===== src/rtl/spi_pkg.sv =====
// Shared definitions for the SPI flash boot loader: register map, CTRL bit layout,
// flash opcode and the sequencer state encoding.
package spi_pkg;

    localparam logic [31:0] SPI_CTRL   = 32'h0000_0000;
    localparam logic [31:0] SPI_DATA   = 32'h0000_0004;
    localparam logic [31:0] SPI_STATUS = 32'h0000_0008;

    localparam int CTRL_START_BIT = 0;
    localparam int CTRL_CPOL_BIT  = 1;
    localparam int CTRL_CPHA_BIT  = 2;
    localparam int CTRL_SS_BIT    = 3;
    localparam int CTRL_DIV_LSB   = 8;

    localparam logic [7:0] FLASH_CMD_READ = 8'h03;

    typedef enum logic [3:0] {
        ST_IDLE,
        ST_LOAD_TX,
        ST_KICK,
        ST_WAIT_HI,
        ST_WAIT_LO,
        ST_CAPTURE,
        ST_MEM_WR,
        ST_CS_OFF,
        ST_DONE,
        ST_ERR
    } spi_state_e;

    // Mode 0 transfer start with slave select held asserted.
    function automatic logic [31:0] ctrl_kick(input logic [7:0] div);
        logic [31:0] w;
        w                              = 32'h0;
        w[CTRL_DIV_LSB +: 8]           = div;
        w[CTRL_SS_BIT]                 = 1'b1;
        w[CTRL_CPHA_BIT]               = 1'b0;
        w[CTRL_CPOL_BIT]               = 1'b0;
        w[CTRL_START_BIT]              = 1'b1;
        return w;
    endfunction

endpackage


===== src/rtl/spi_byte_xfer.sv =====
// One SPI byte exchange over the peripheral register bus: DATA write, CTRL kick,
// STATUS busy handshake, DATA read-back. Optional SPI_LOADER_TIMEOUT_EN aborts stalled waits.
module spi_byte_xfer
    import spi_pkg::*;
#(
    parameter logic [7:0] CLK_DIV = 8'd4
) (
    input  logic        clk,
    input  logic        rst_n,
    input  logic        i_req,
    input  logic [7:0]  i_tx_byte,
    input  logic [31:0] i_spi_data,
    output logic [31:0] o_spi_addr,
    output logic [31:0] o_spi_data,
    output logic        o_spi_wr_en,
    output logic        o_ack,
    output logic [7:0]  o_rx_byte,
    output logic        o_tmo
);

    spi_state_e r_state;
    spi_state_e w_next;
    logic [7:0] r_tx;
    logic       w_unused_hi;

    assign w_unused_hi = &{1'b0, i_spi_data[31:8]};
    assign o_rx_byte   = i_spi_data[7:0];

`ifdef SPI_LOADER_TIMEOUT_EN
    localparam logic [15:0] TMO_CYCLES = 16'hFFFF;
    logic [15:0] r_tmo_cnt;
    logic        w_waiting;
    logic        w_tmo_hit;

    assign w_waiting = (r_state == ST_WAIT_HI) || (r_state == ST_WAIT_LO);
    // Count starts at 0 on the first wait cycle, so the hit fires on cycle TMO_CYCLES.
    assign w_tmo_hit = w_waiting && (r_tmo_cnt == TMO_CYCLES - 16'd1);

    always_ff @(posedge clk) begin
        if (!rst_n || (w_next != r_state)) begin
            r_tmo_cnt <= '0;
        end else if (w_waiting) begin
            r_tmo_cnt <= r_tmo_cnt + 16'd1;
        end
    end
`endif

    always_ff @(posedge clk) begin
        if (!rst_n) begin
            r_state <= ST_IDLE;
        end else begin
            r_state <= w_next;
        end
    end

    always_ff @(posedge clk) begin
        if (i_req) begin
            r_tx <= i_tx_byte;
        end
    end

    always_comb begin
        w_next      = r_state;
        o_spi_addr  = SPI_CTRL;
        o_spi_data  = 32'h0;
        o_spi_wr_en = 1'b0;
        o_ack       = 1'b0;
        o_tmo       = 1'b0;
        case (r_state)
            ST_IDLE: begin
                if (i_req) w_next = ST_LOAD_TX;
            end
            ST_LOAD_TX: begin
                o_spi_addr  = SPI_DATA;
                o_spi_data  = {24'h0, r_tx};
                o_spi_wr_en = 1'b1;
                w_next      = ST_KICK;
            end
            ST_KICK: begin
                o_spi_addr  = SPI_CTRL;
                o_spi_data  = ctrl_kick(CLK_DIV);
                o_spi_wr_en = 1'b1;
                w_next      = ST_WAIT_HI;
            end
            // STATUS still reads the pre-kick 0 for a cycle; only a seen 1 arms the fall detect.
            ST_WAIT_HI: begin
                o_spi_addr = SPI_STATUS;
                if (i_spi_data[0]) begin
                    w_next = ST_WAIT_LO;
                end
`ifdef SPI_LOADER_TIMEOUT_EN
                else if (w_tmo_hit) begin
                    o_tmo  = 1'b1;
                    w_next = ST_IDLE;
                end
`endif
            end
            ST_WAIT_LO: begin
                o_spi_addr = SPI_STATUS;
                if (!i_spi_data[0]) begin
                    w_next = ST_CAPTURE;
                end
`ifdef SPI_LOADER_TIMEOUT_EN
                else if (w_tmo_hit) begin
                    o_tmo  = 1'b1;
                    w_next = ST_IDLE;
                end
`endif
            end
            ST_CAPTURE: begin
                o_spi_addr = SPI_DATA;
                o_ack      = 1'b1;
                w_next     = i_req ? ST_LOAD_TX : ST_IDLE;
            end
            default: w_next = ST_IDLE;
        endcase
    end

endmodule


===== src/rtl/spi_flash_loader.sv =====
// Boot loader: streams WORD_COUNT words from SPI flash into memory while holding the CPU.
// Define SPI_LOADER_TIMEOUT_EN to abort to ERR when the SPI peripheral stalls.
module spi_flash_loader
    import spi_pkg::*;
#(
    parameter logic [23:0] FLASH_BASE = 24'h000000,
    parameter logic [31:0] MEM_BASE   = 32'h0000_0000,
    parameter int unsigned WORD_COUNT = 1024,
    parameter logic [7:0]  CLK_DIV    = 8'd4
) (
    input  logic        clk,
    input  logic        rst_n,
    input  logic        start_i,
    output logic        busy_o,
    output logic        done_o,
    output logic        err_o,
    output logic        hold_o,
    output logic [31:0] spi_addr_o,
    output logic [31:0] spi_data_o,
    output logic        spi_wr_en_o,
    input  logic [31:0] spi_data_i,
    output logic [31:0] mem_addr_o,
    output logic [31:0] mem_data_o,
    output logic        mem_we_o
);

    localparam logic [15:0] LAST_WORD = 16'(WORD_COUNT - 1);
    localparam logic [2:0]  HDR_DONE  = 3'd4;

    spi_state_e  r_state;
    spi_state_e  w_next;
    logic [2:0]  r_hdr_idx;
    logic [1:0]  r_byte_cnt;
    logic [15:0] r_word_idx;
    logic [31:0] r_word;
    logic        w_start;
    logic        w_req;
    logic [7:0]  w_tx_byte;
    logic        w_ack;
    logic        w_tmo;
    logic [7:0]  w_rx_byte;
    logic [31:0] w_xfer_addr;
    logic [31:0] w_xfer_data;
    logic        w_xfer_wr;
    logic        w_data_byte;

    function automatic logic [7:0] hdr_byte(input logic [2:0] idx);
        case (idx)
            3'd0:    return FLASH_CMD_READ;
            3'd1:    return FLASH_BASE[23:16];
            3'd2:    return FLASH_BASE[15:8];
            3'd3:    return FLASH_BASE[7:0];
            default: return 8'h00;
        endcase
    endfunction

    spi_byte_xfer #(
        .CLK_DIV (CLK_DIV)
    ) u_xfer (
        .clk         (clk),
        .rst_n       (rst_n),
        .i_req       (w_req),
        .i_tx_byte   (w_tx_byte),
        .i_spi_data  (spi_data_i),
        .o_spi_addr  (w_xfer_addr),
        .o_spi_data  (w_xfer_data),
        .o_spi_wr_en (w_xfer_wr),
        .o_ack       (w_ack),
        .o_rx_byte   (w_rx_byte),
        .o_tmo       (w_tmo)
    );

    assign w_start     = start_i && ((r_state == ST_IDLE) || (r_state == ST_DONE) ||
                                     (r_state == ST_ERR));
    assign w_data_byte = (r_hdr_idx == HDR_DONE);

`ifdef SPI_LOADER_TIMEOUT_EN
    logic r_abort;

    always_ff @(posedge clk) begin
        if (!rst_n || w_start) begin
            r_abort <= 1'b0;
        end else if ((r_state == ST_LOAD_TX) && w_tmo) begin
            r_abort <= 1'b1;
        end
    end
`endif

    always_ff @(posedge clk) begin
        if (!rst_n) begin
            r_state    <= ST_IDLE;
            r_hdr_idx  <= '0;
            r_byte_cnt <= '0;
            r_word_idx <= '0;
        end else begin
            r_state <= w_next;
            if (w_start) begin
                r_hdr_idx  <= '0;
                r_byte_cnt <= '0;
                r_word_idx <= '0;
            end else if ((r_state == ST_LOAD_TX) && w_ack) begin
                if (w_data_byte) begin
                    r_byte_cnt <= r_byte_cnt + 2'd1;
                end else begin
                    r_hdr_idx <= r_hdr_idx + 3'd1;
                end
            end else if (r_state == ST_MEM_WR) begin
                r_word_idx <= r_word_idx + 16'd1;
            end
        end
    end

    // Little-endian assembly: first data byte of a word lands in [7:0].
    always_ff @(posedge clk) begin
        if ((r_state == ST_LOAD_TX) && w_ack && w_data_byte) begin
            r_word[{r_byte_cnt, 3'b000} +: 8] <= w_rx_byte;
        end
    end

    always_comb begin
        w_next    = r_state;
        w_req     = 1'b0;
        w_tx_byte = 8'h00;
        case (r_state)
            ST_IDLE, ST_DONE, ST_ERR: begin
                if (start_i) begin
                    w_req     = 1'b1;
                    w_tx_byte = FLASH_CMD_READ;
                    w_next    = ST_LOAD_TX;
                end
            end
            ST_LOAD_TX: begin
                if (w_tmo) begin
                    w_next = ST_CS_OFF;
                end else if (w_ack) begin
                    if (w_data_byte && (r_byte_cnt == 2'd3)) begin
                        w_next = ST_MEM_WR;
                    end else begin
                        w_req     = 1'b1;
                        w_tx_byte = hdr_byte(3'(r_hdr_idx + 3'd1));
                    end
                end
            end
            ST_MEM_WR: begin
                if (r_word_idx == LAST_WORD) begin
                    w_next = ST_CS_OFF;
                end else begin
                    w_req  = 1'b1;
                    w_next = ST_LOAD_TX;
                end
            end
            ST_CS_OFF: begin
`ifdef SPI_LOADER_TIMEOUT_EN
                w_next = r_abort ? ST_ERR : ST_DONE;
`else
                w_next = ST_DONE;
`endif
            end
            default: w_next = ST_IDLE;
        endcase
    end

    assign busy_o   = !((r_state == ST_IDLE) || (r_state == ST_DONE) || (r_state == ST_ERR));
    assign done_o   = (r_state == ST_DONE);
    assign hold_o   = !((r_state == ST_DONE) || (r_state == ST_ERR));
`ifdef SPI_LOADER_TIMEOUT_EN
    assign err_o    = (r_state == ST_ERR);
`else
    assign err_o    = 1'b0;
`endif

    assign mem_we_o   = (r_state == ST_MEM_WR);
    assign mem_addr_o = mem_we_o ? (MEM_BASE + {14'b0, r_word_idx, 2'b00}) : 32'h0;
    assign mem_data_o = mem_we_o ? r_word : 32'h0;

    // CS release writes CTRL=0 while the byte engine is idle.
    assign spi_wr_en_o = w_xfer_wr || (r_state == ST_CS_OFF);
    assign spi_addr_o  = (r_state == ST_CS_OFF) ? SPI_CTRL : w_xfer_addr;
    assign spi_data_o  = (r_state == ST_CS_OFF) ? 32'h0 : w_xfer_data;

endmodule

===== config.mk =====
export PLATFORM = sky130hd
export DESIGN_NAME = spi_flash_loader
export DESIGN_NICKNAME = d
export VERILOG_FILES = /design/src/rtl/spi_pkg.sv /design/src/rtl/spi_byte_xfer.sv /design/src/rtl/spi_flash_loader.sv
export SDC_FILE = /design/constraint.sdc
export NUM_CORES = 1
export LEC_CHECK = 0
export BUFFER_PORTS_ARGS = -buffer_cell sky130_fd_sc_hd__buf_2
export CORE_ASPECT_RATIO = 1.1
export CORE_UTILIZATION = 30
export CTS_CLUSTER_DIAMETER = 120
export DETAILED_ROUTE_END_ITERATION = 6
export PLACE_DENSITY_LB_ADDON = 0.3
export SYNTH_ARGS = -nofsm -noshare
export SYNTH_HDL_FRONTEND = slang
export SYNTH_SLANG_ARGS = --single-unit

===== constraint.sdc =====
create_clock -name clk -period 2.5 [get_ports clk]
set_input_delay 0.25 -clock clk [delete_from_list [all_inputs] [get_ports clk]]
set_output_delay 0.25 -clock clk [all_outputs]
set_load 0.005 [all_outputs]

=== After elaboration in Yosys (flattened, before gate mapping) ===
Cells that the tools add are included.

* Input bits: 35
* Register bits: 69
* Output and inout bits: 134
* Logic and storage cells: 87

* Bitwise gates (word level): 3
* Shifts and indexed selects: 2
* Equal/unequal tests: 19
* Reduce and logical (&&, ||, !) cells: 23
* $add $sub $neg: 4
* Multiplexer cells: 29

{| class="wikitable"
|+ Operator list
! kind !! number
|-
| two-way mux 32 bit || 3
|-
| bitwise mux 32 bit || 1
|-
| variable shift 8 x 7 -> 32 bit, first input constant || 1
|-
| variable part select 8 x 7 -> 32 bit || 1
|-
| two-way mux 4 bit || 6
|-
| case mux 4 bit (6 select lines) || 1
|-
| case mux 11 bit (2 select lines) || 1
|-
| two-way mux 18 bit || 1
|-
| adder 16 x 1 -> 16 bit, second input constant || 1
|-
| equality test 16 x 10 -> 1 bit, second input constant || 1
|-
| equality test 4 x 3 -> 1 bit, second input constant || 4
|-
| case mux 4 bit (4 select lines) || 1
|-
| equality test 4 x 1 -> 1 bit, second input constant || 2
|-
| equality test 4 x 2 -> 1 bit, second input constant || 2
|-
| equality test 4 bit, second input constant || 2
|-
| logical NOT 4 bit || 2
|-
| two-way mux 2 bit || 4
|-
| inequality test 2 bit, second input constant || 4
|-
| case mux 4 bit (2 select lines) || 1
|-
| OR reduction 2 bit || 4
|-
| two-way mux 1 bit || 7
|-
| negator 5 -> 7 bit || 1
|-
| AND reduction 2 bit || 3
|-
| AND reduction 3 bit || 2
|-
| 14 further kinds || 24
|}

=== Longest topological paths before layout ===
* Depth in word-level cells: 7
* Gate-level depth with buffers: 6
* Gate-level depth less buffers: 6

=== Modules after synthesis ===
A second synthesis with hierarchy kept.

* Cells, all modules: 476
* Area, all modules: 4436.8 µm²

{| class="wikitable"
|+ By module, submodules not included
! module !! cells each !! times used !! sequential area each (µm²) !! area each (µm²)
|-
| spi_flash_loader || 367 || 1 || 1441.4 || 3412.0
|-
| spi_byte_xfer || 109 || 1 || 300.3 || 1024.7
|}

=== Worst setup path before layout ===
Ideal clock, no wire load.

* Path kind: flip-flop to flip-flop
* Start point: register u_xfer.r_state[1]
* End point: register r_word[24], enable pin
* Setup time: 395 ps
* Path buffers: 1
* Slack: 479 ps
* Clock period less this slack: 2021 ps
* Data required time: 2105 ps
* Cell stages (with the launch flop): 4
* Arrival: 1627 ps
* Cell sequence: dfxtp_1 clkbuf_1 nand3b_1 nor4_1

* Longest elaborated chain between the ends: 4

{| class="wikitable"
|+ Ends and longest elaborated chain
! item !! RTL line !! source
|-
| start: declaration || spi_byte_xfer.sv:21 || <nowiki>spi_state_e r_state;</nowiki>
|-
| start signal: assignment || spi_byte_xfer.sv:52 || <nowiki>r_state <= w_next;</nowiki>
|-
| equality test 4 x 3 -> 1 bit || spi_byte_xfer.sv:69 || <nowiki>case (r_state)</nowiki>
|-
| two-way mux 1 bit || spi_byte_xfer.sv:69 ||
|-
| logical AND 1 bit (2 in series) || spi_flash_loader.sv:115 || <nowiki>if ((r_state == ST_LOAD_TX) && w_ack && w_data_byte) begin</nowiki>
|-
| end signal: indexed assignment || spi_flash_loader.sv:116 || <nowiki>r_word[{r_byte_cnt, 3'b000} +: 8] <= w_rx_byte;</nowiki>
|-
| end: declaration || spi_flash_loader.sv:35 || <nowiki>logic [31:0] r_word;</nowiki>
|}

Every way passes these cells.
A chain may end at the register's enable or synchronous reset.

=== Worst setup path in the final report ===
* Start point: register r_state[3]
* End point: output mem_data_o[15]

* Longest elaborated chain between the ends: 2

{| class="wikitable"
|+ Ends and longest elaborated chain
! item !! RTL line !! source
|-
| start: declaration || spi_flash_loader.sv:30 || <nowiki>spi_state_e r_state;</nowiki>
|-
| start signal: assignment || spi_flash_loader.sv:96 || <nowiki>r_state <= w_next;</nowiki>
|-
| equality test 4 x 3 -> 1 bit || spi_flash_loader.sv:172 || <nowiki>assign mem_we_o = (r_state == ST_MEM_WR);</nowiki>
|-
| two-way mux 32 bit || spi_flash_loader.sv:174 || <nowiki>assign mem_data_o = mem_we_o ? r_word : 32'h0;</nowiki>
|-
| end: declaration || spi_flash_loader.sv:23 || <nowiki>output logic [31:0] mem_data_o,</nowiki>
|}

Every way passes these cells.

==> impl_metrics.yaml <==
route:
  antenna_left: 0
  dr.pass1.iters: 4
  totalWireLength_um: 7000
  first_iter_violations: 57
  routedWlPerCell_um: 11.3
  avgViaCountPerCell: 4.18
  drc: 0
  num_vias: 2580
critical_path:
  reg2reg_to: "r_state[2]"
  worst_path_largest_cell_delay_ns: 0.44
  cp.required_ns: 2.25
  path_class: "reg2out"
  crit_top_cell: "buf_4"
  cp-end-kind: "primary output"
  crit_arrival_ns: 1.98
  cpMaxStageDelayCell: "or3b_1"
  r2r_cells: 4
  r2r_slack_ns: 0.39
  worstPathCellList: "or3b_1 -> buf_4 -> clkinv_1 -> buf_4 -> and2_1 -> buf_2"
  cp_max_fo: 37
  startpoint_type: "flop"
  r2r_start: "r_word_idx[5]"
worst_hold_path:
  hold_path.class: "in2reg"
  hold-path-endpoint: "r_state[0]"
  hold_start: "rst_n"
  hold_path_depth: 3
clock_tree:
  cts_made_buffers: 9
  cts_resized: 0
  clk_pin_slew_ns: 0.05
  cts_root_buffer: "clkbuf_16"
  cts_hold_buf: 0
  cts_buffer_depth: 2
  cts_sinks: 60
  htreeDepth: 3
  cts_tree: "built"
  post_cts_buffers: 0
  clk_latency_ns: 0.33
power_and_ir_drop:
  intPower_mw: 1.80
  switching_share_pct: 24.7
  power.density_nw_per_um2: 572
  netSwitchingPower_mw: 0.593
  p_seq_share_pct: 44.7
  clock_power_share_pct: 45.8
  ir_worst_vdd_mv: 0.248
  p_leak_nw: 1.77
  comb_power_share_pct: 9.5
die:
  rows: 41
  die_area_um2: 12600
  core_um2: 11600
  die_y_um: 118
  io_pins: 169
  start_util_pct: 31.3
  dieWidth_um: 107
place:
  place_congestion: 0.793
  port_buffers: 69
  hpwl_um: 5210
  placed_cells: 601
final_layout:
  drive_above_1_share_pct: 21.6
  syn_to_final_growth_pct: 15.1
  fin_cells: 617
  fin_nets: 506
  antennaDiodeCount: 0
  fill_cells: 1222
grt:
  use_met2_pct: 19.1
  antenna_found_initial: 0
  grt_pass1_vias: 2344
  overflow: 0
  grt_busiest_layer: "met2"
  grt_first_pass_wirelength_um: 11500
  grtUsageTotal_pct: 11.6
  use_met1_pct: 14.2
  grt_use_met3_pct: 3.71
  grt_max_degree: 38
timing:
  grt_setup_unrepaired: "no"
  hold_viol: 0
  worst_hold_slack_ns: 0.216
  maxSlewViolCount: 0
  max_freq_ghz: 0.448
  tightest_slew_ns: 0.568
  fin_crit_sh_pct: 89.2
  fin_setup_tns_ns: 0
  slew_headroom_pct: 61.6
  setup_violations: 0
  layout_min_cycle_time_ns: 2.23
  clock-skew-final_ns: 0.00557
synth:
  syn_area_per_cell_um2: 9.46
  async_flop_share_pct: 0
  synth-main-ff-cell: "edfxtp_1"
  synth_edf_count: 33
  synth_area_um2: 3640
  ys_seq_area_share_pct: 42.0
  postSynthCellCount: 385
  ys_ff_latch: 60
  yosysWarnings: 0
  ys_types: 43
status:
  status: "complete, no violations"
flow_run:
  cap_violations: 0
## power groups by stage
stage / clock network [mW] / logic (mW) / registers, mW
after floorplan: 0 / 0.244 / 1.08
after global placement: 0 / 0.227 / 1.09
after detailed placement: 0 / 0.230 / 1.09
after CTS: 1.13 / 0.230 / 1.07
after global routing: 1.18 / 0.263 / 1.07
final: 1.10 / 0.228 / 1.07
## placed cells by master, fill, tap and decap left out, types with 9 or more instances in the layout
master,Yosys,layout
buf_4,76,12
nor2_1,25,25
buf_2,0,69
nand2_1,16,16
edfxtp_1,33,33
ha_1,9,9
conb_1,1,75
and2_1,81,81
dfxtp_1,27,27
xnor2_1,11,11
clkbuf_16,0,9
## stage by stage
step	util [%]	cell area [um^2]	power, mW	worst slack, ns
final	36.0	4190	2.40	0.270
after global routing	36.0	4190	2.52	0.116
after CTS	36.0	4190	2.43	0.236
after detailed placement	33.7	3920	1.32	0.388
after global placement	33.7	3920	1.32	0.428
after floorplan	-	3920	1.32	0.479
## critical path: cells and delay by family (launching register included)
family                 cells  cell delay (ns)
and+or+nand+nor            2             0.62
DFF                        1             0.36
buffers and inverters      4             0.64
## sequential cells by signal, indices dropped and copies added (netlist names)
name	count
r_state	3
r_byte_cnt	2
u_xfer.r_tx	1
r_word_idx	16
r_hdr_idx	3
u_xfer.r_state	3
r_word	32
## how the worst max path moves through the flow
stage                            startpoint             end  slack [ns]  cells after the start
after global routing             r_state[3]   mem_addr_o[5]        0.12                      6
after detailed placement      r_word_idx[4]      r_state[2]        0.39                      4
after global placement        r_word_idx[4]      r_state[2]        0.43                      4
final                            r_state[3]  mem_data_o[15]        0.27                      6
after CTS                        r_state[3]   mem_data_o[1]        0.24                      6
after floorplan           u_xfer.r_state[1]      r_word[24]        0.48                      3
## synth_stat cells, types with 4 or more instances
master / instances / share of area [%]
and2_1: 81 / 14
buf_4: 76 / 16
edfxtp_1: 33 / 27
dfxtp_1: 27 / 15
nor2_1: 25 / 2.6
nand2_1: 16 / 1.6
clkbuf_1: 12 / 1.2
xnor2_1: 11 / 2.6
ha_1: 9 / 3.1
a21oi_1: 8 / 1.1
inv_1: 8 / 0.82
nor3_1: 8 / 1.1
nand3_1: 7 / 0.96
o21ai_0: 6 / 0.82
nand4_1: 5 / 0.86
nor3b_1: 5 / 1.0
nand2b_1: 4 / 0.69
nor4_1: 4 / 0.69
xor2_1: 4 / 0.96
## area by class of cell
class,instances,area (um^2),area share (%)
clock inverters,7,43.8,1.04
clock buffers,9,225,5.37
inverters,9,33.8,0.806
multi-input cells,301,1730,41.4
flip-flops and latches,60,1530,36.5
repair buffers,81,435,10.4
well taps,150,188,4.48
## kinds of logic (layout without fill, tap and decap cells)
family,count (synthesis),count (layout),synth area share (%)
flops,60,60,42.0
xor+xnor,15,15,3.61
other cells,1,75,0.103
mux,3,3,0.824
compound gates,23,23,4.02
simple gates,176,176,28.2
fa+ha+maj,9,9,3.09
buf+inv,98,106,18.1
## layer usage
| layer | share of wire (%) | wire, um |
|---|---|---|
| met5 | 0 | 0 |
| met4 | 1.4 | 95 |
| met3 | 6.7 | 468 |
| met2 | 48 | 3390 |
| met1 | 44 | 3050 |
No activity file was read; power rests on OpenSTA's default activity.
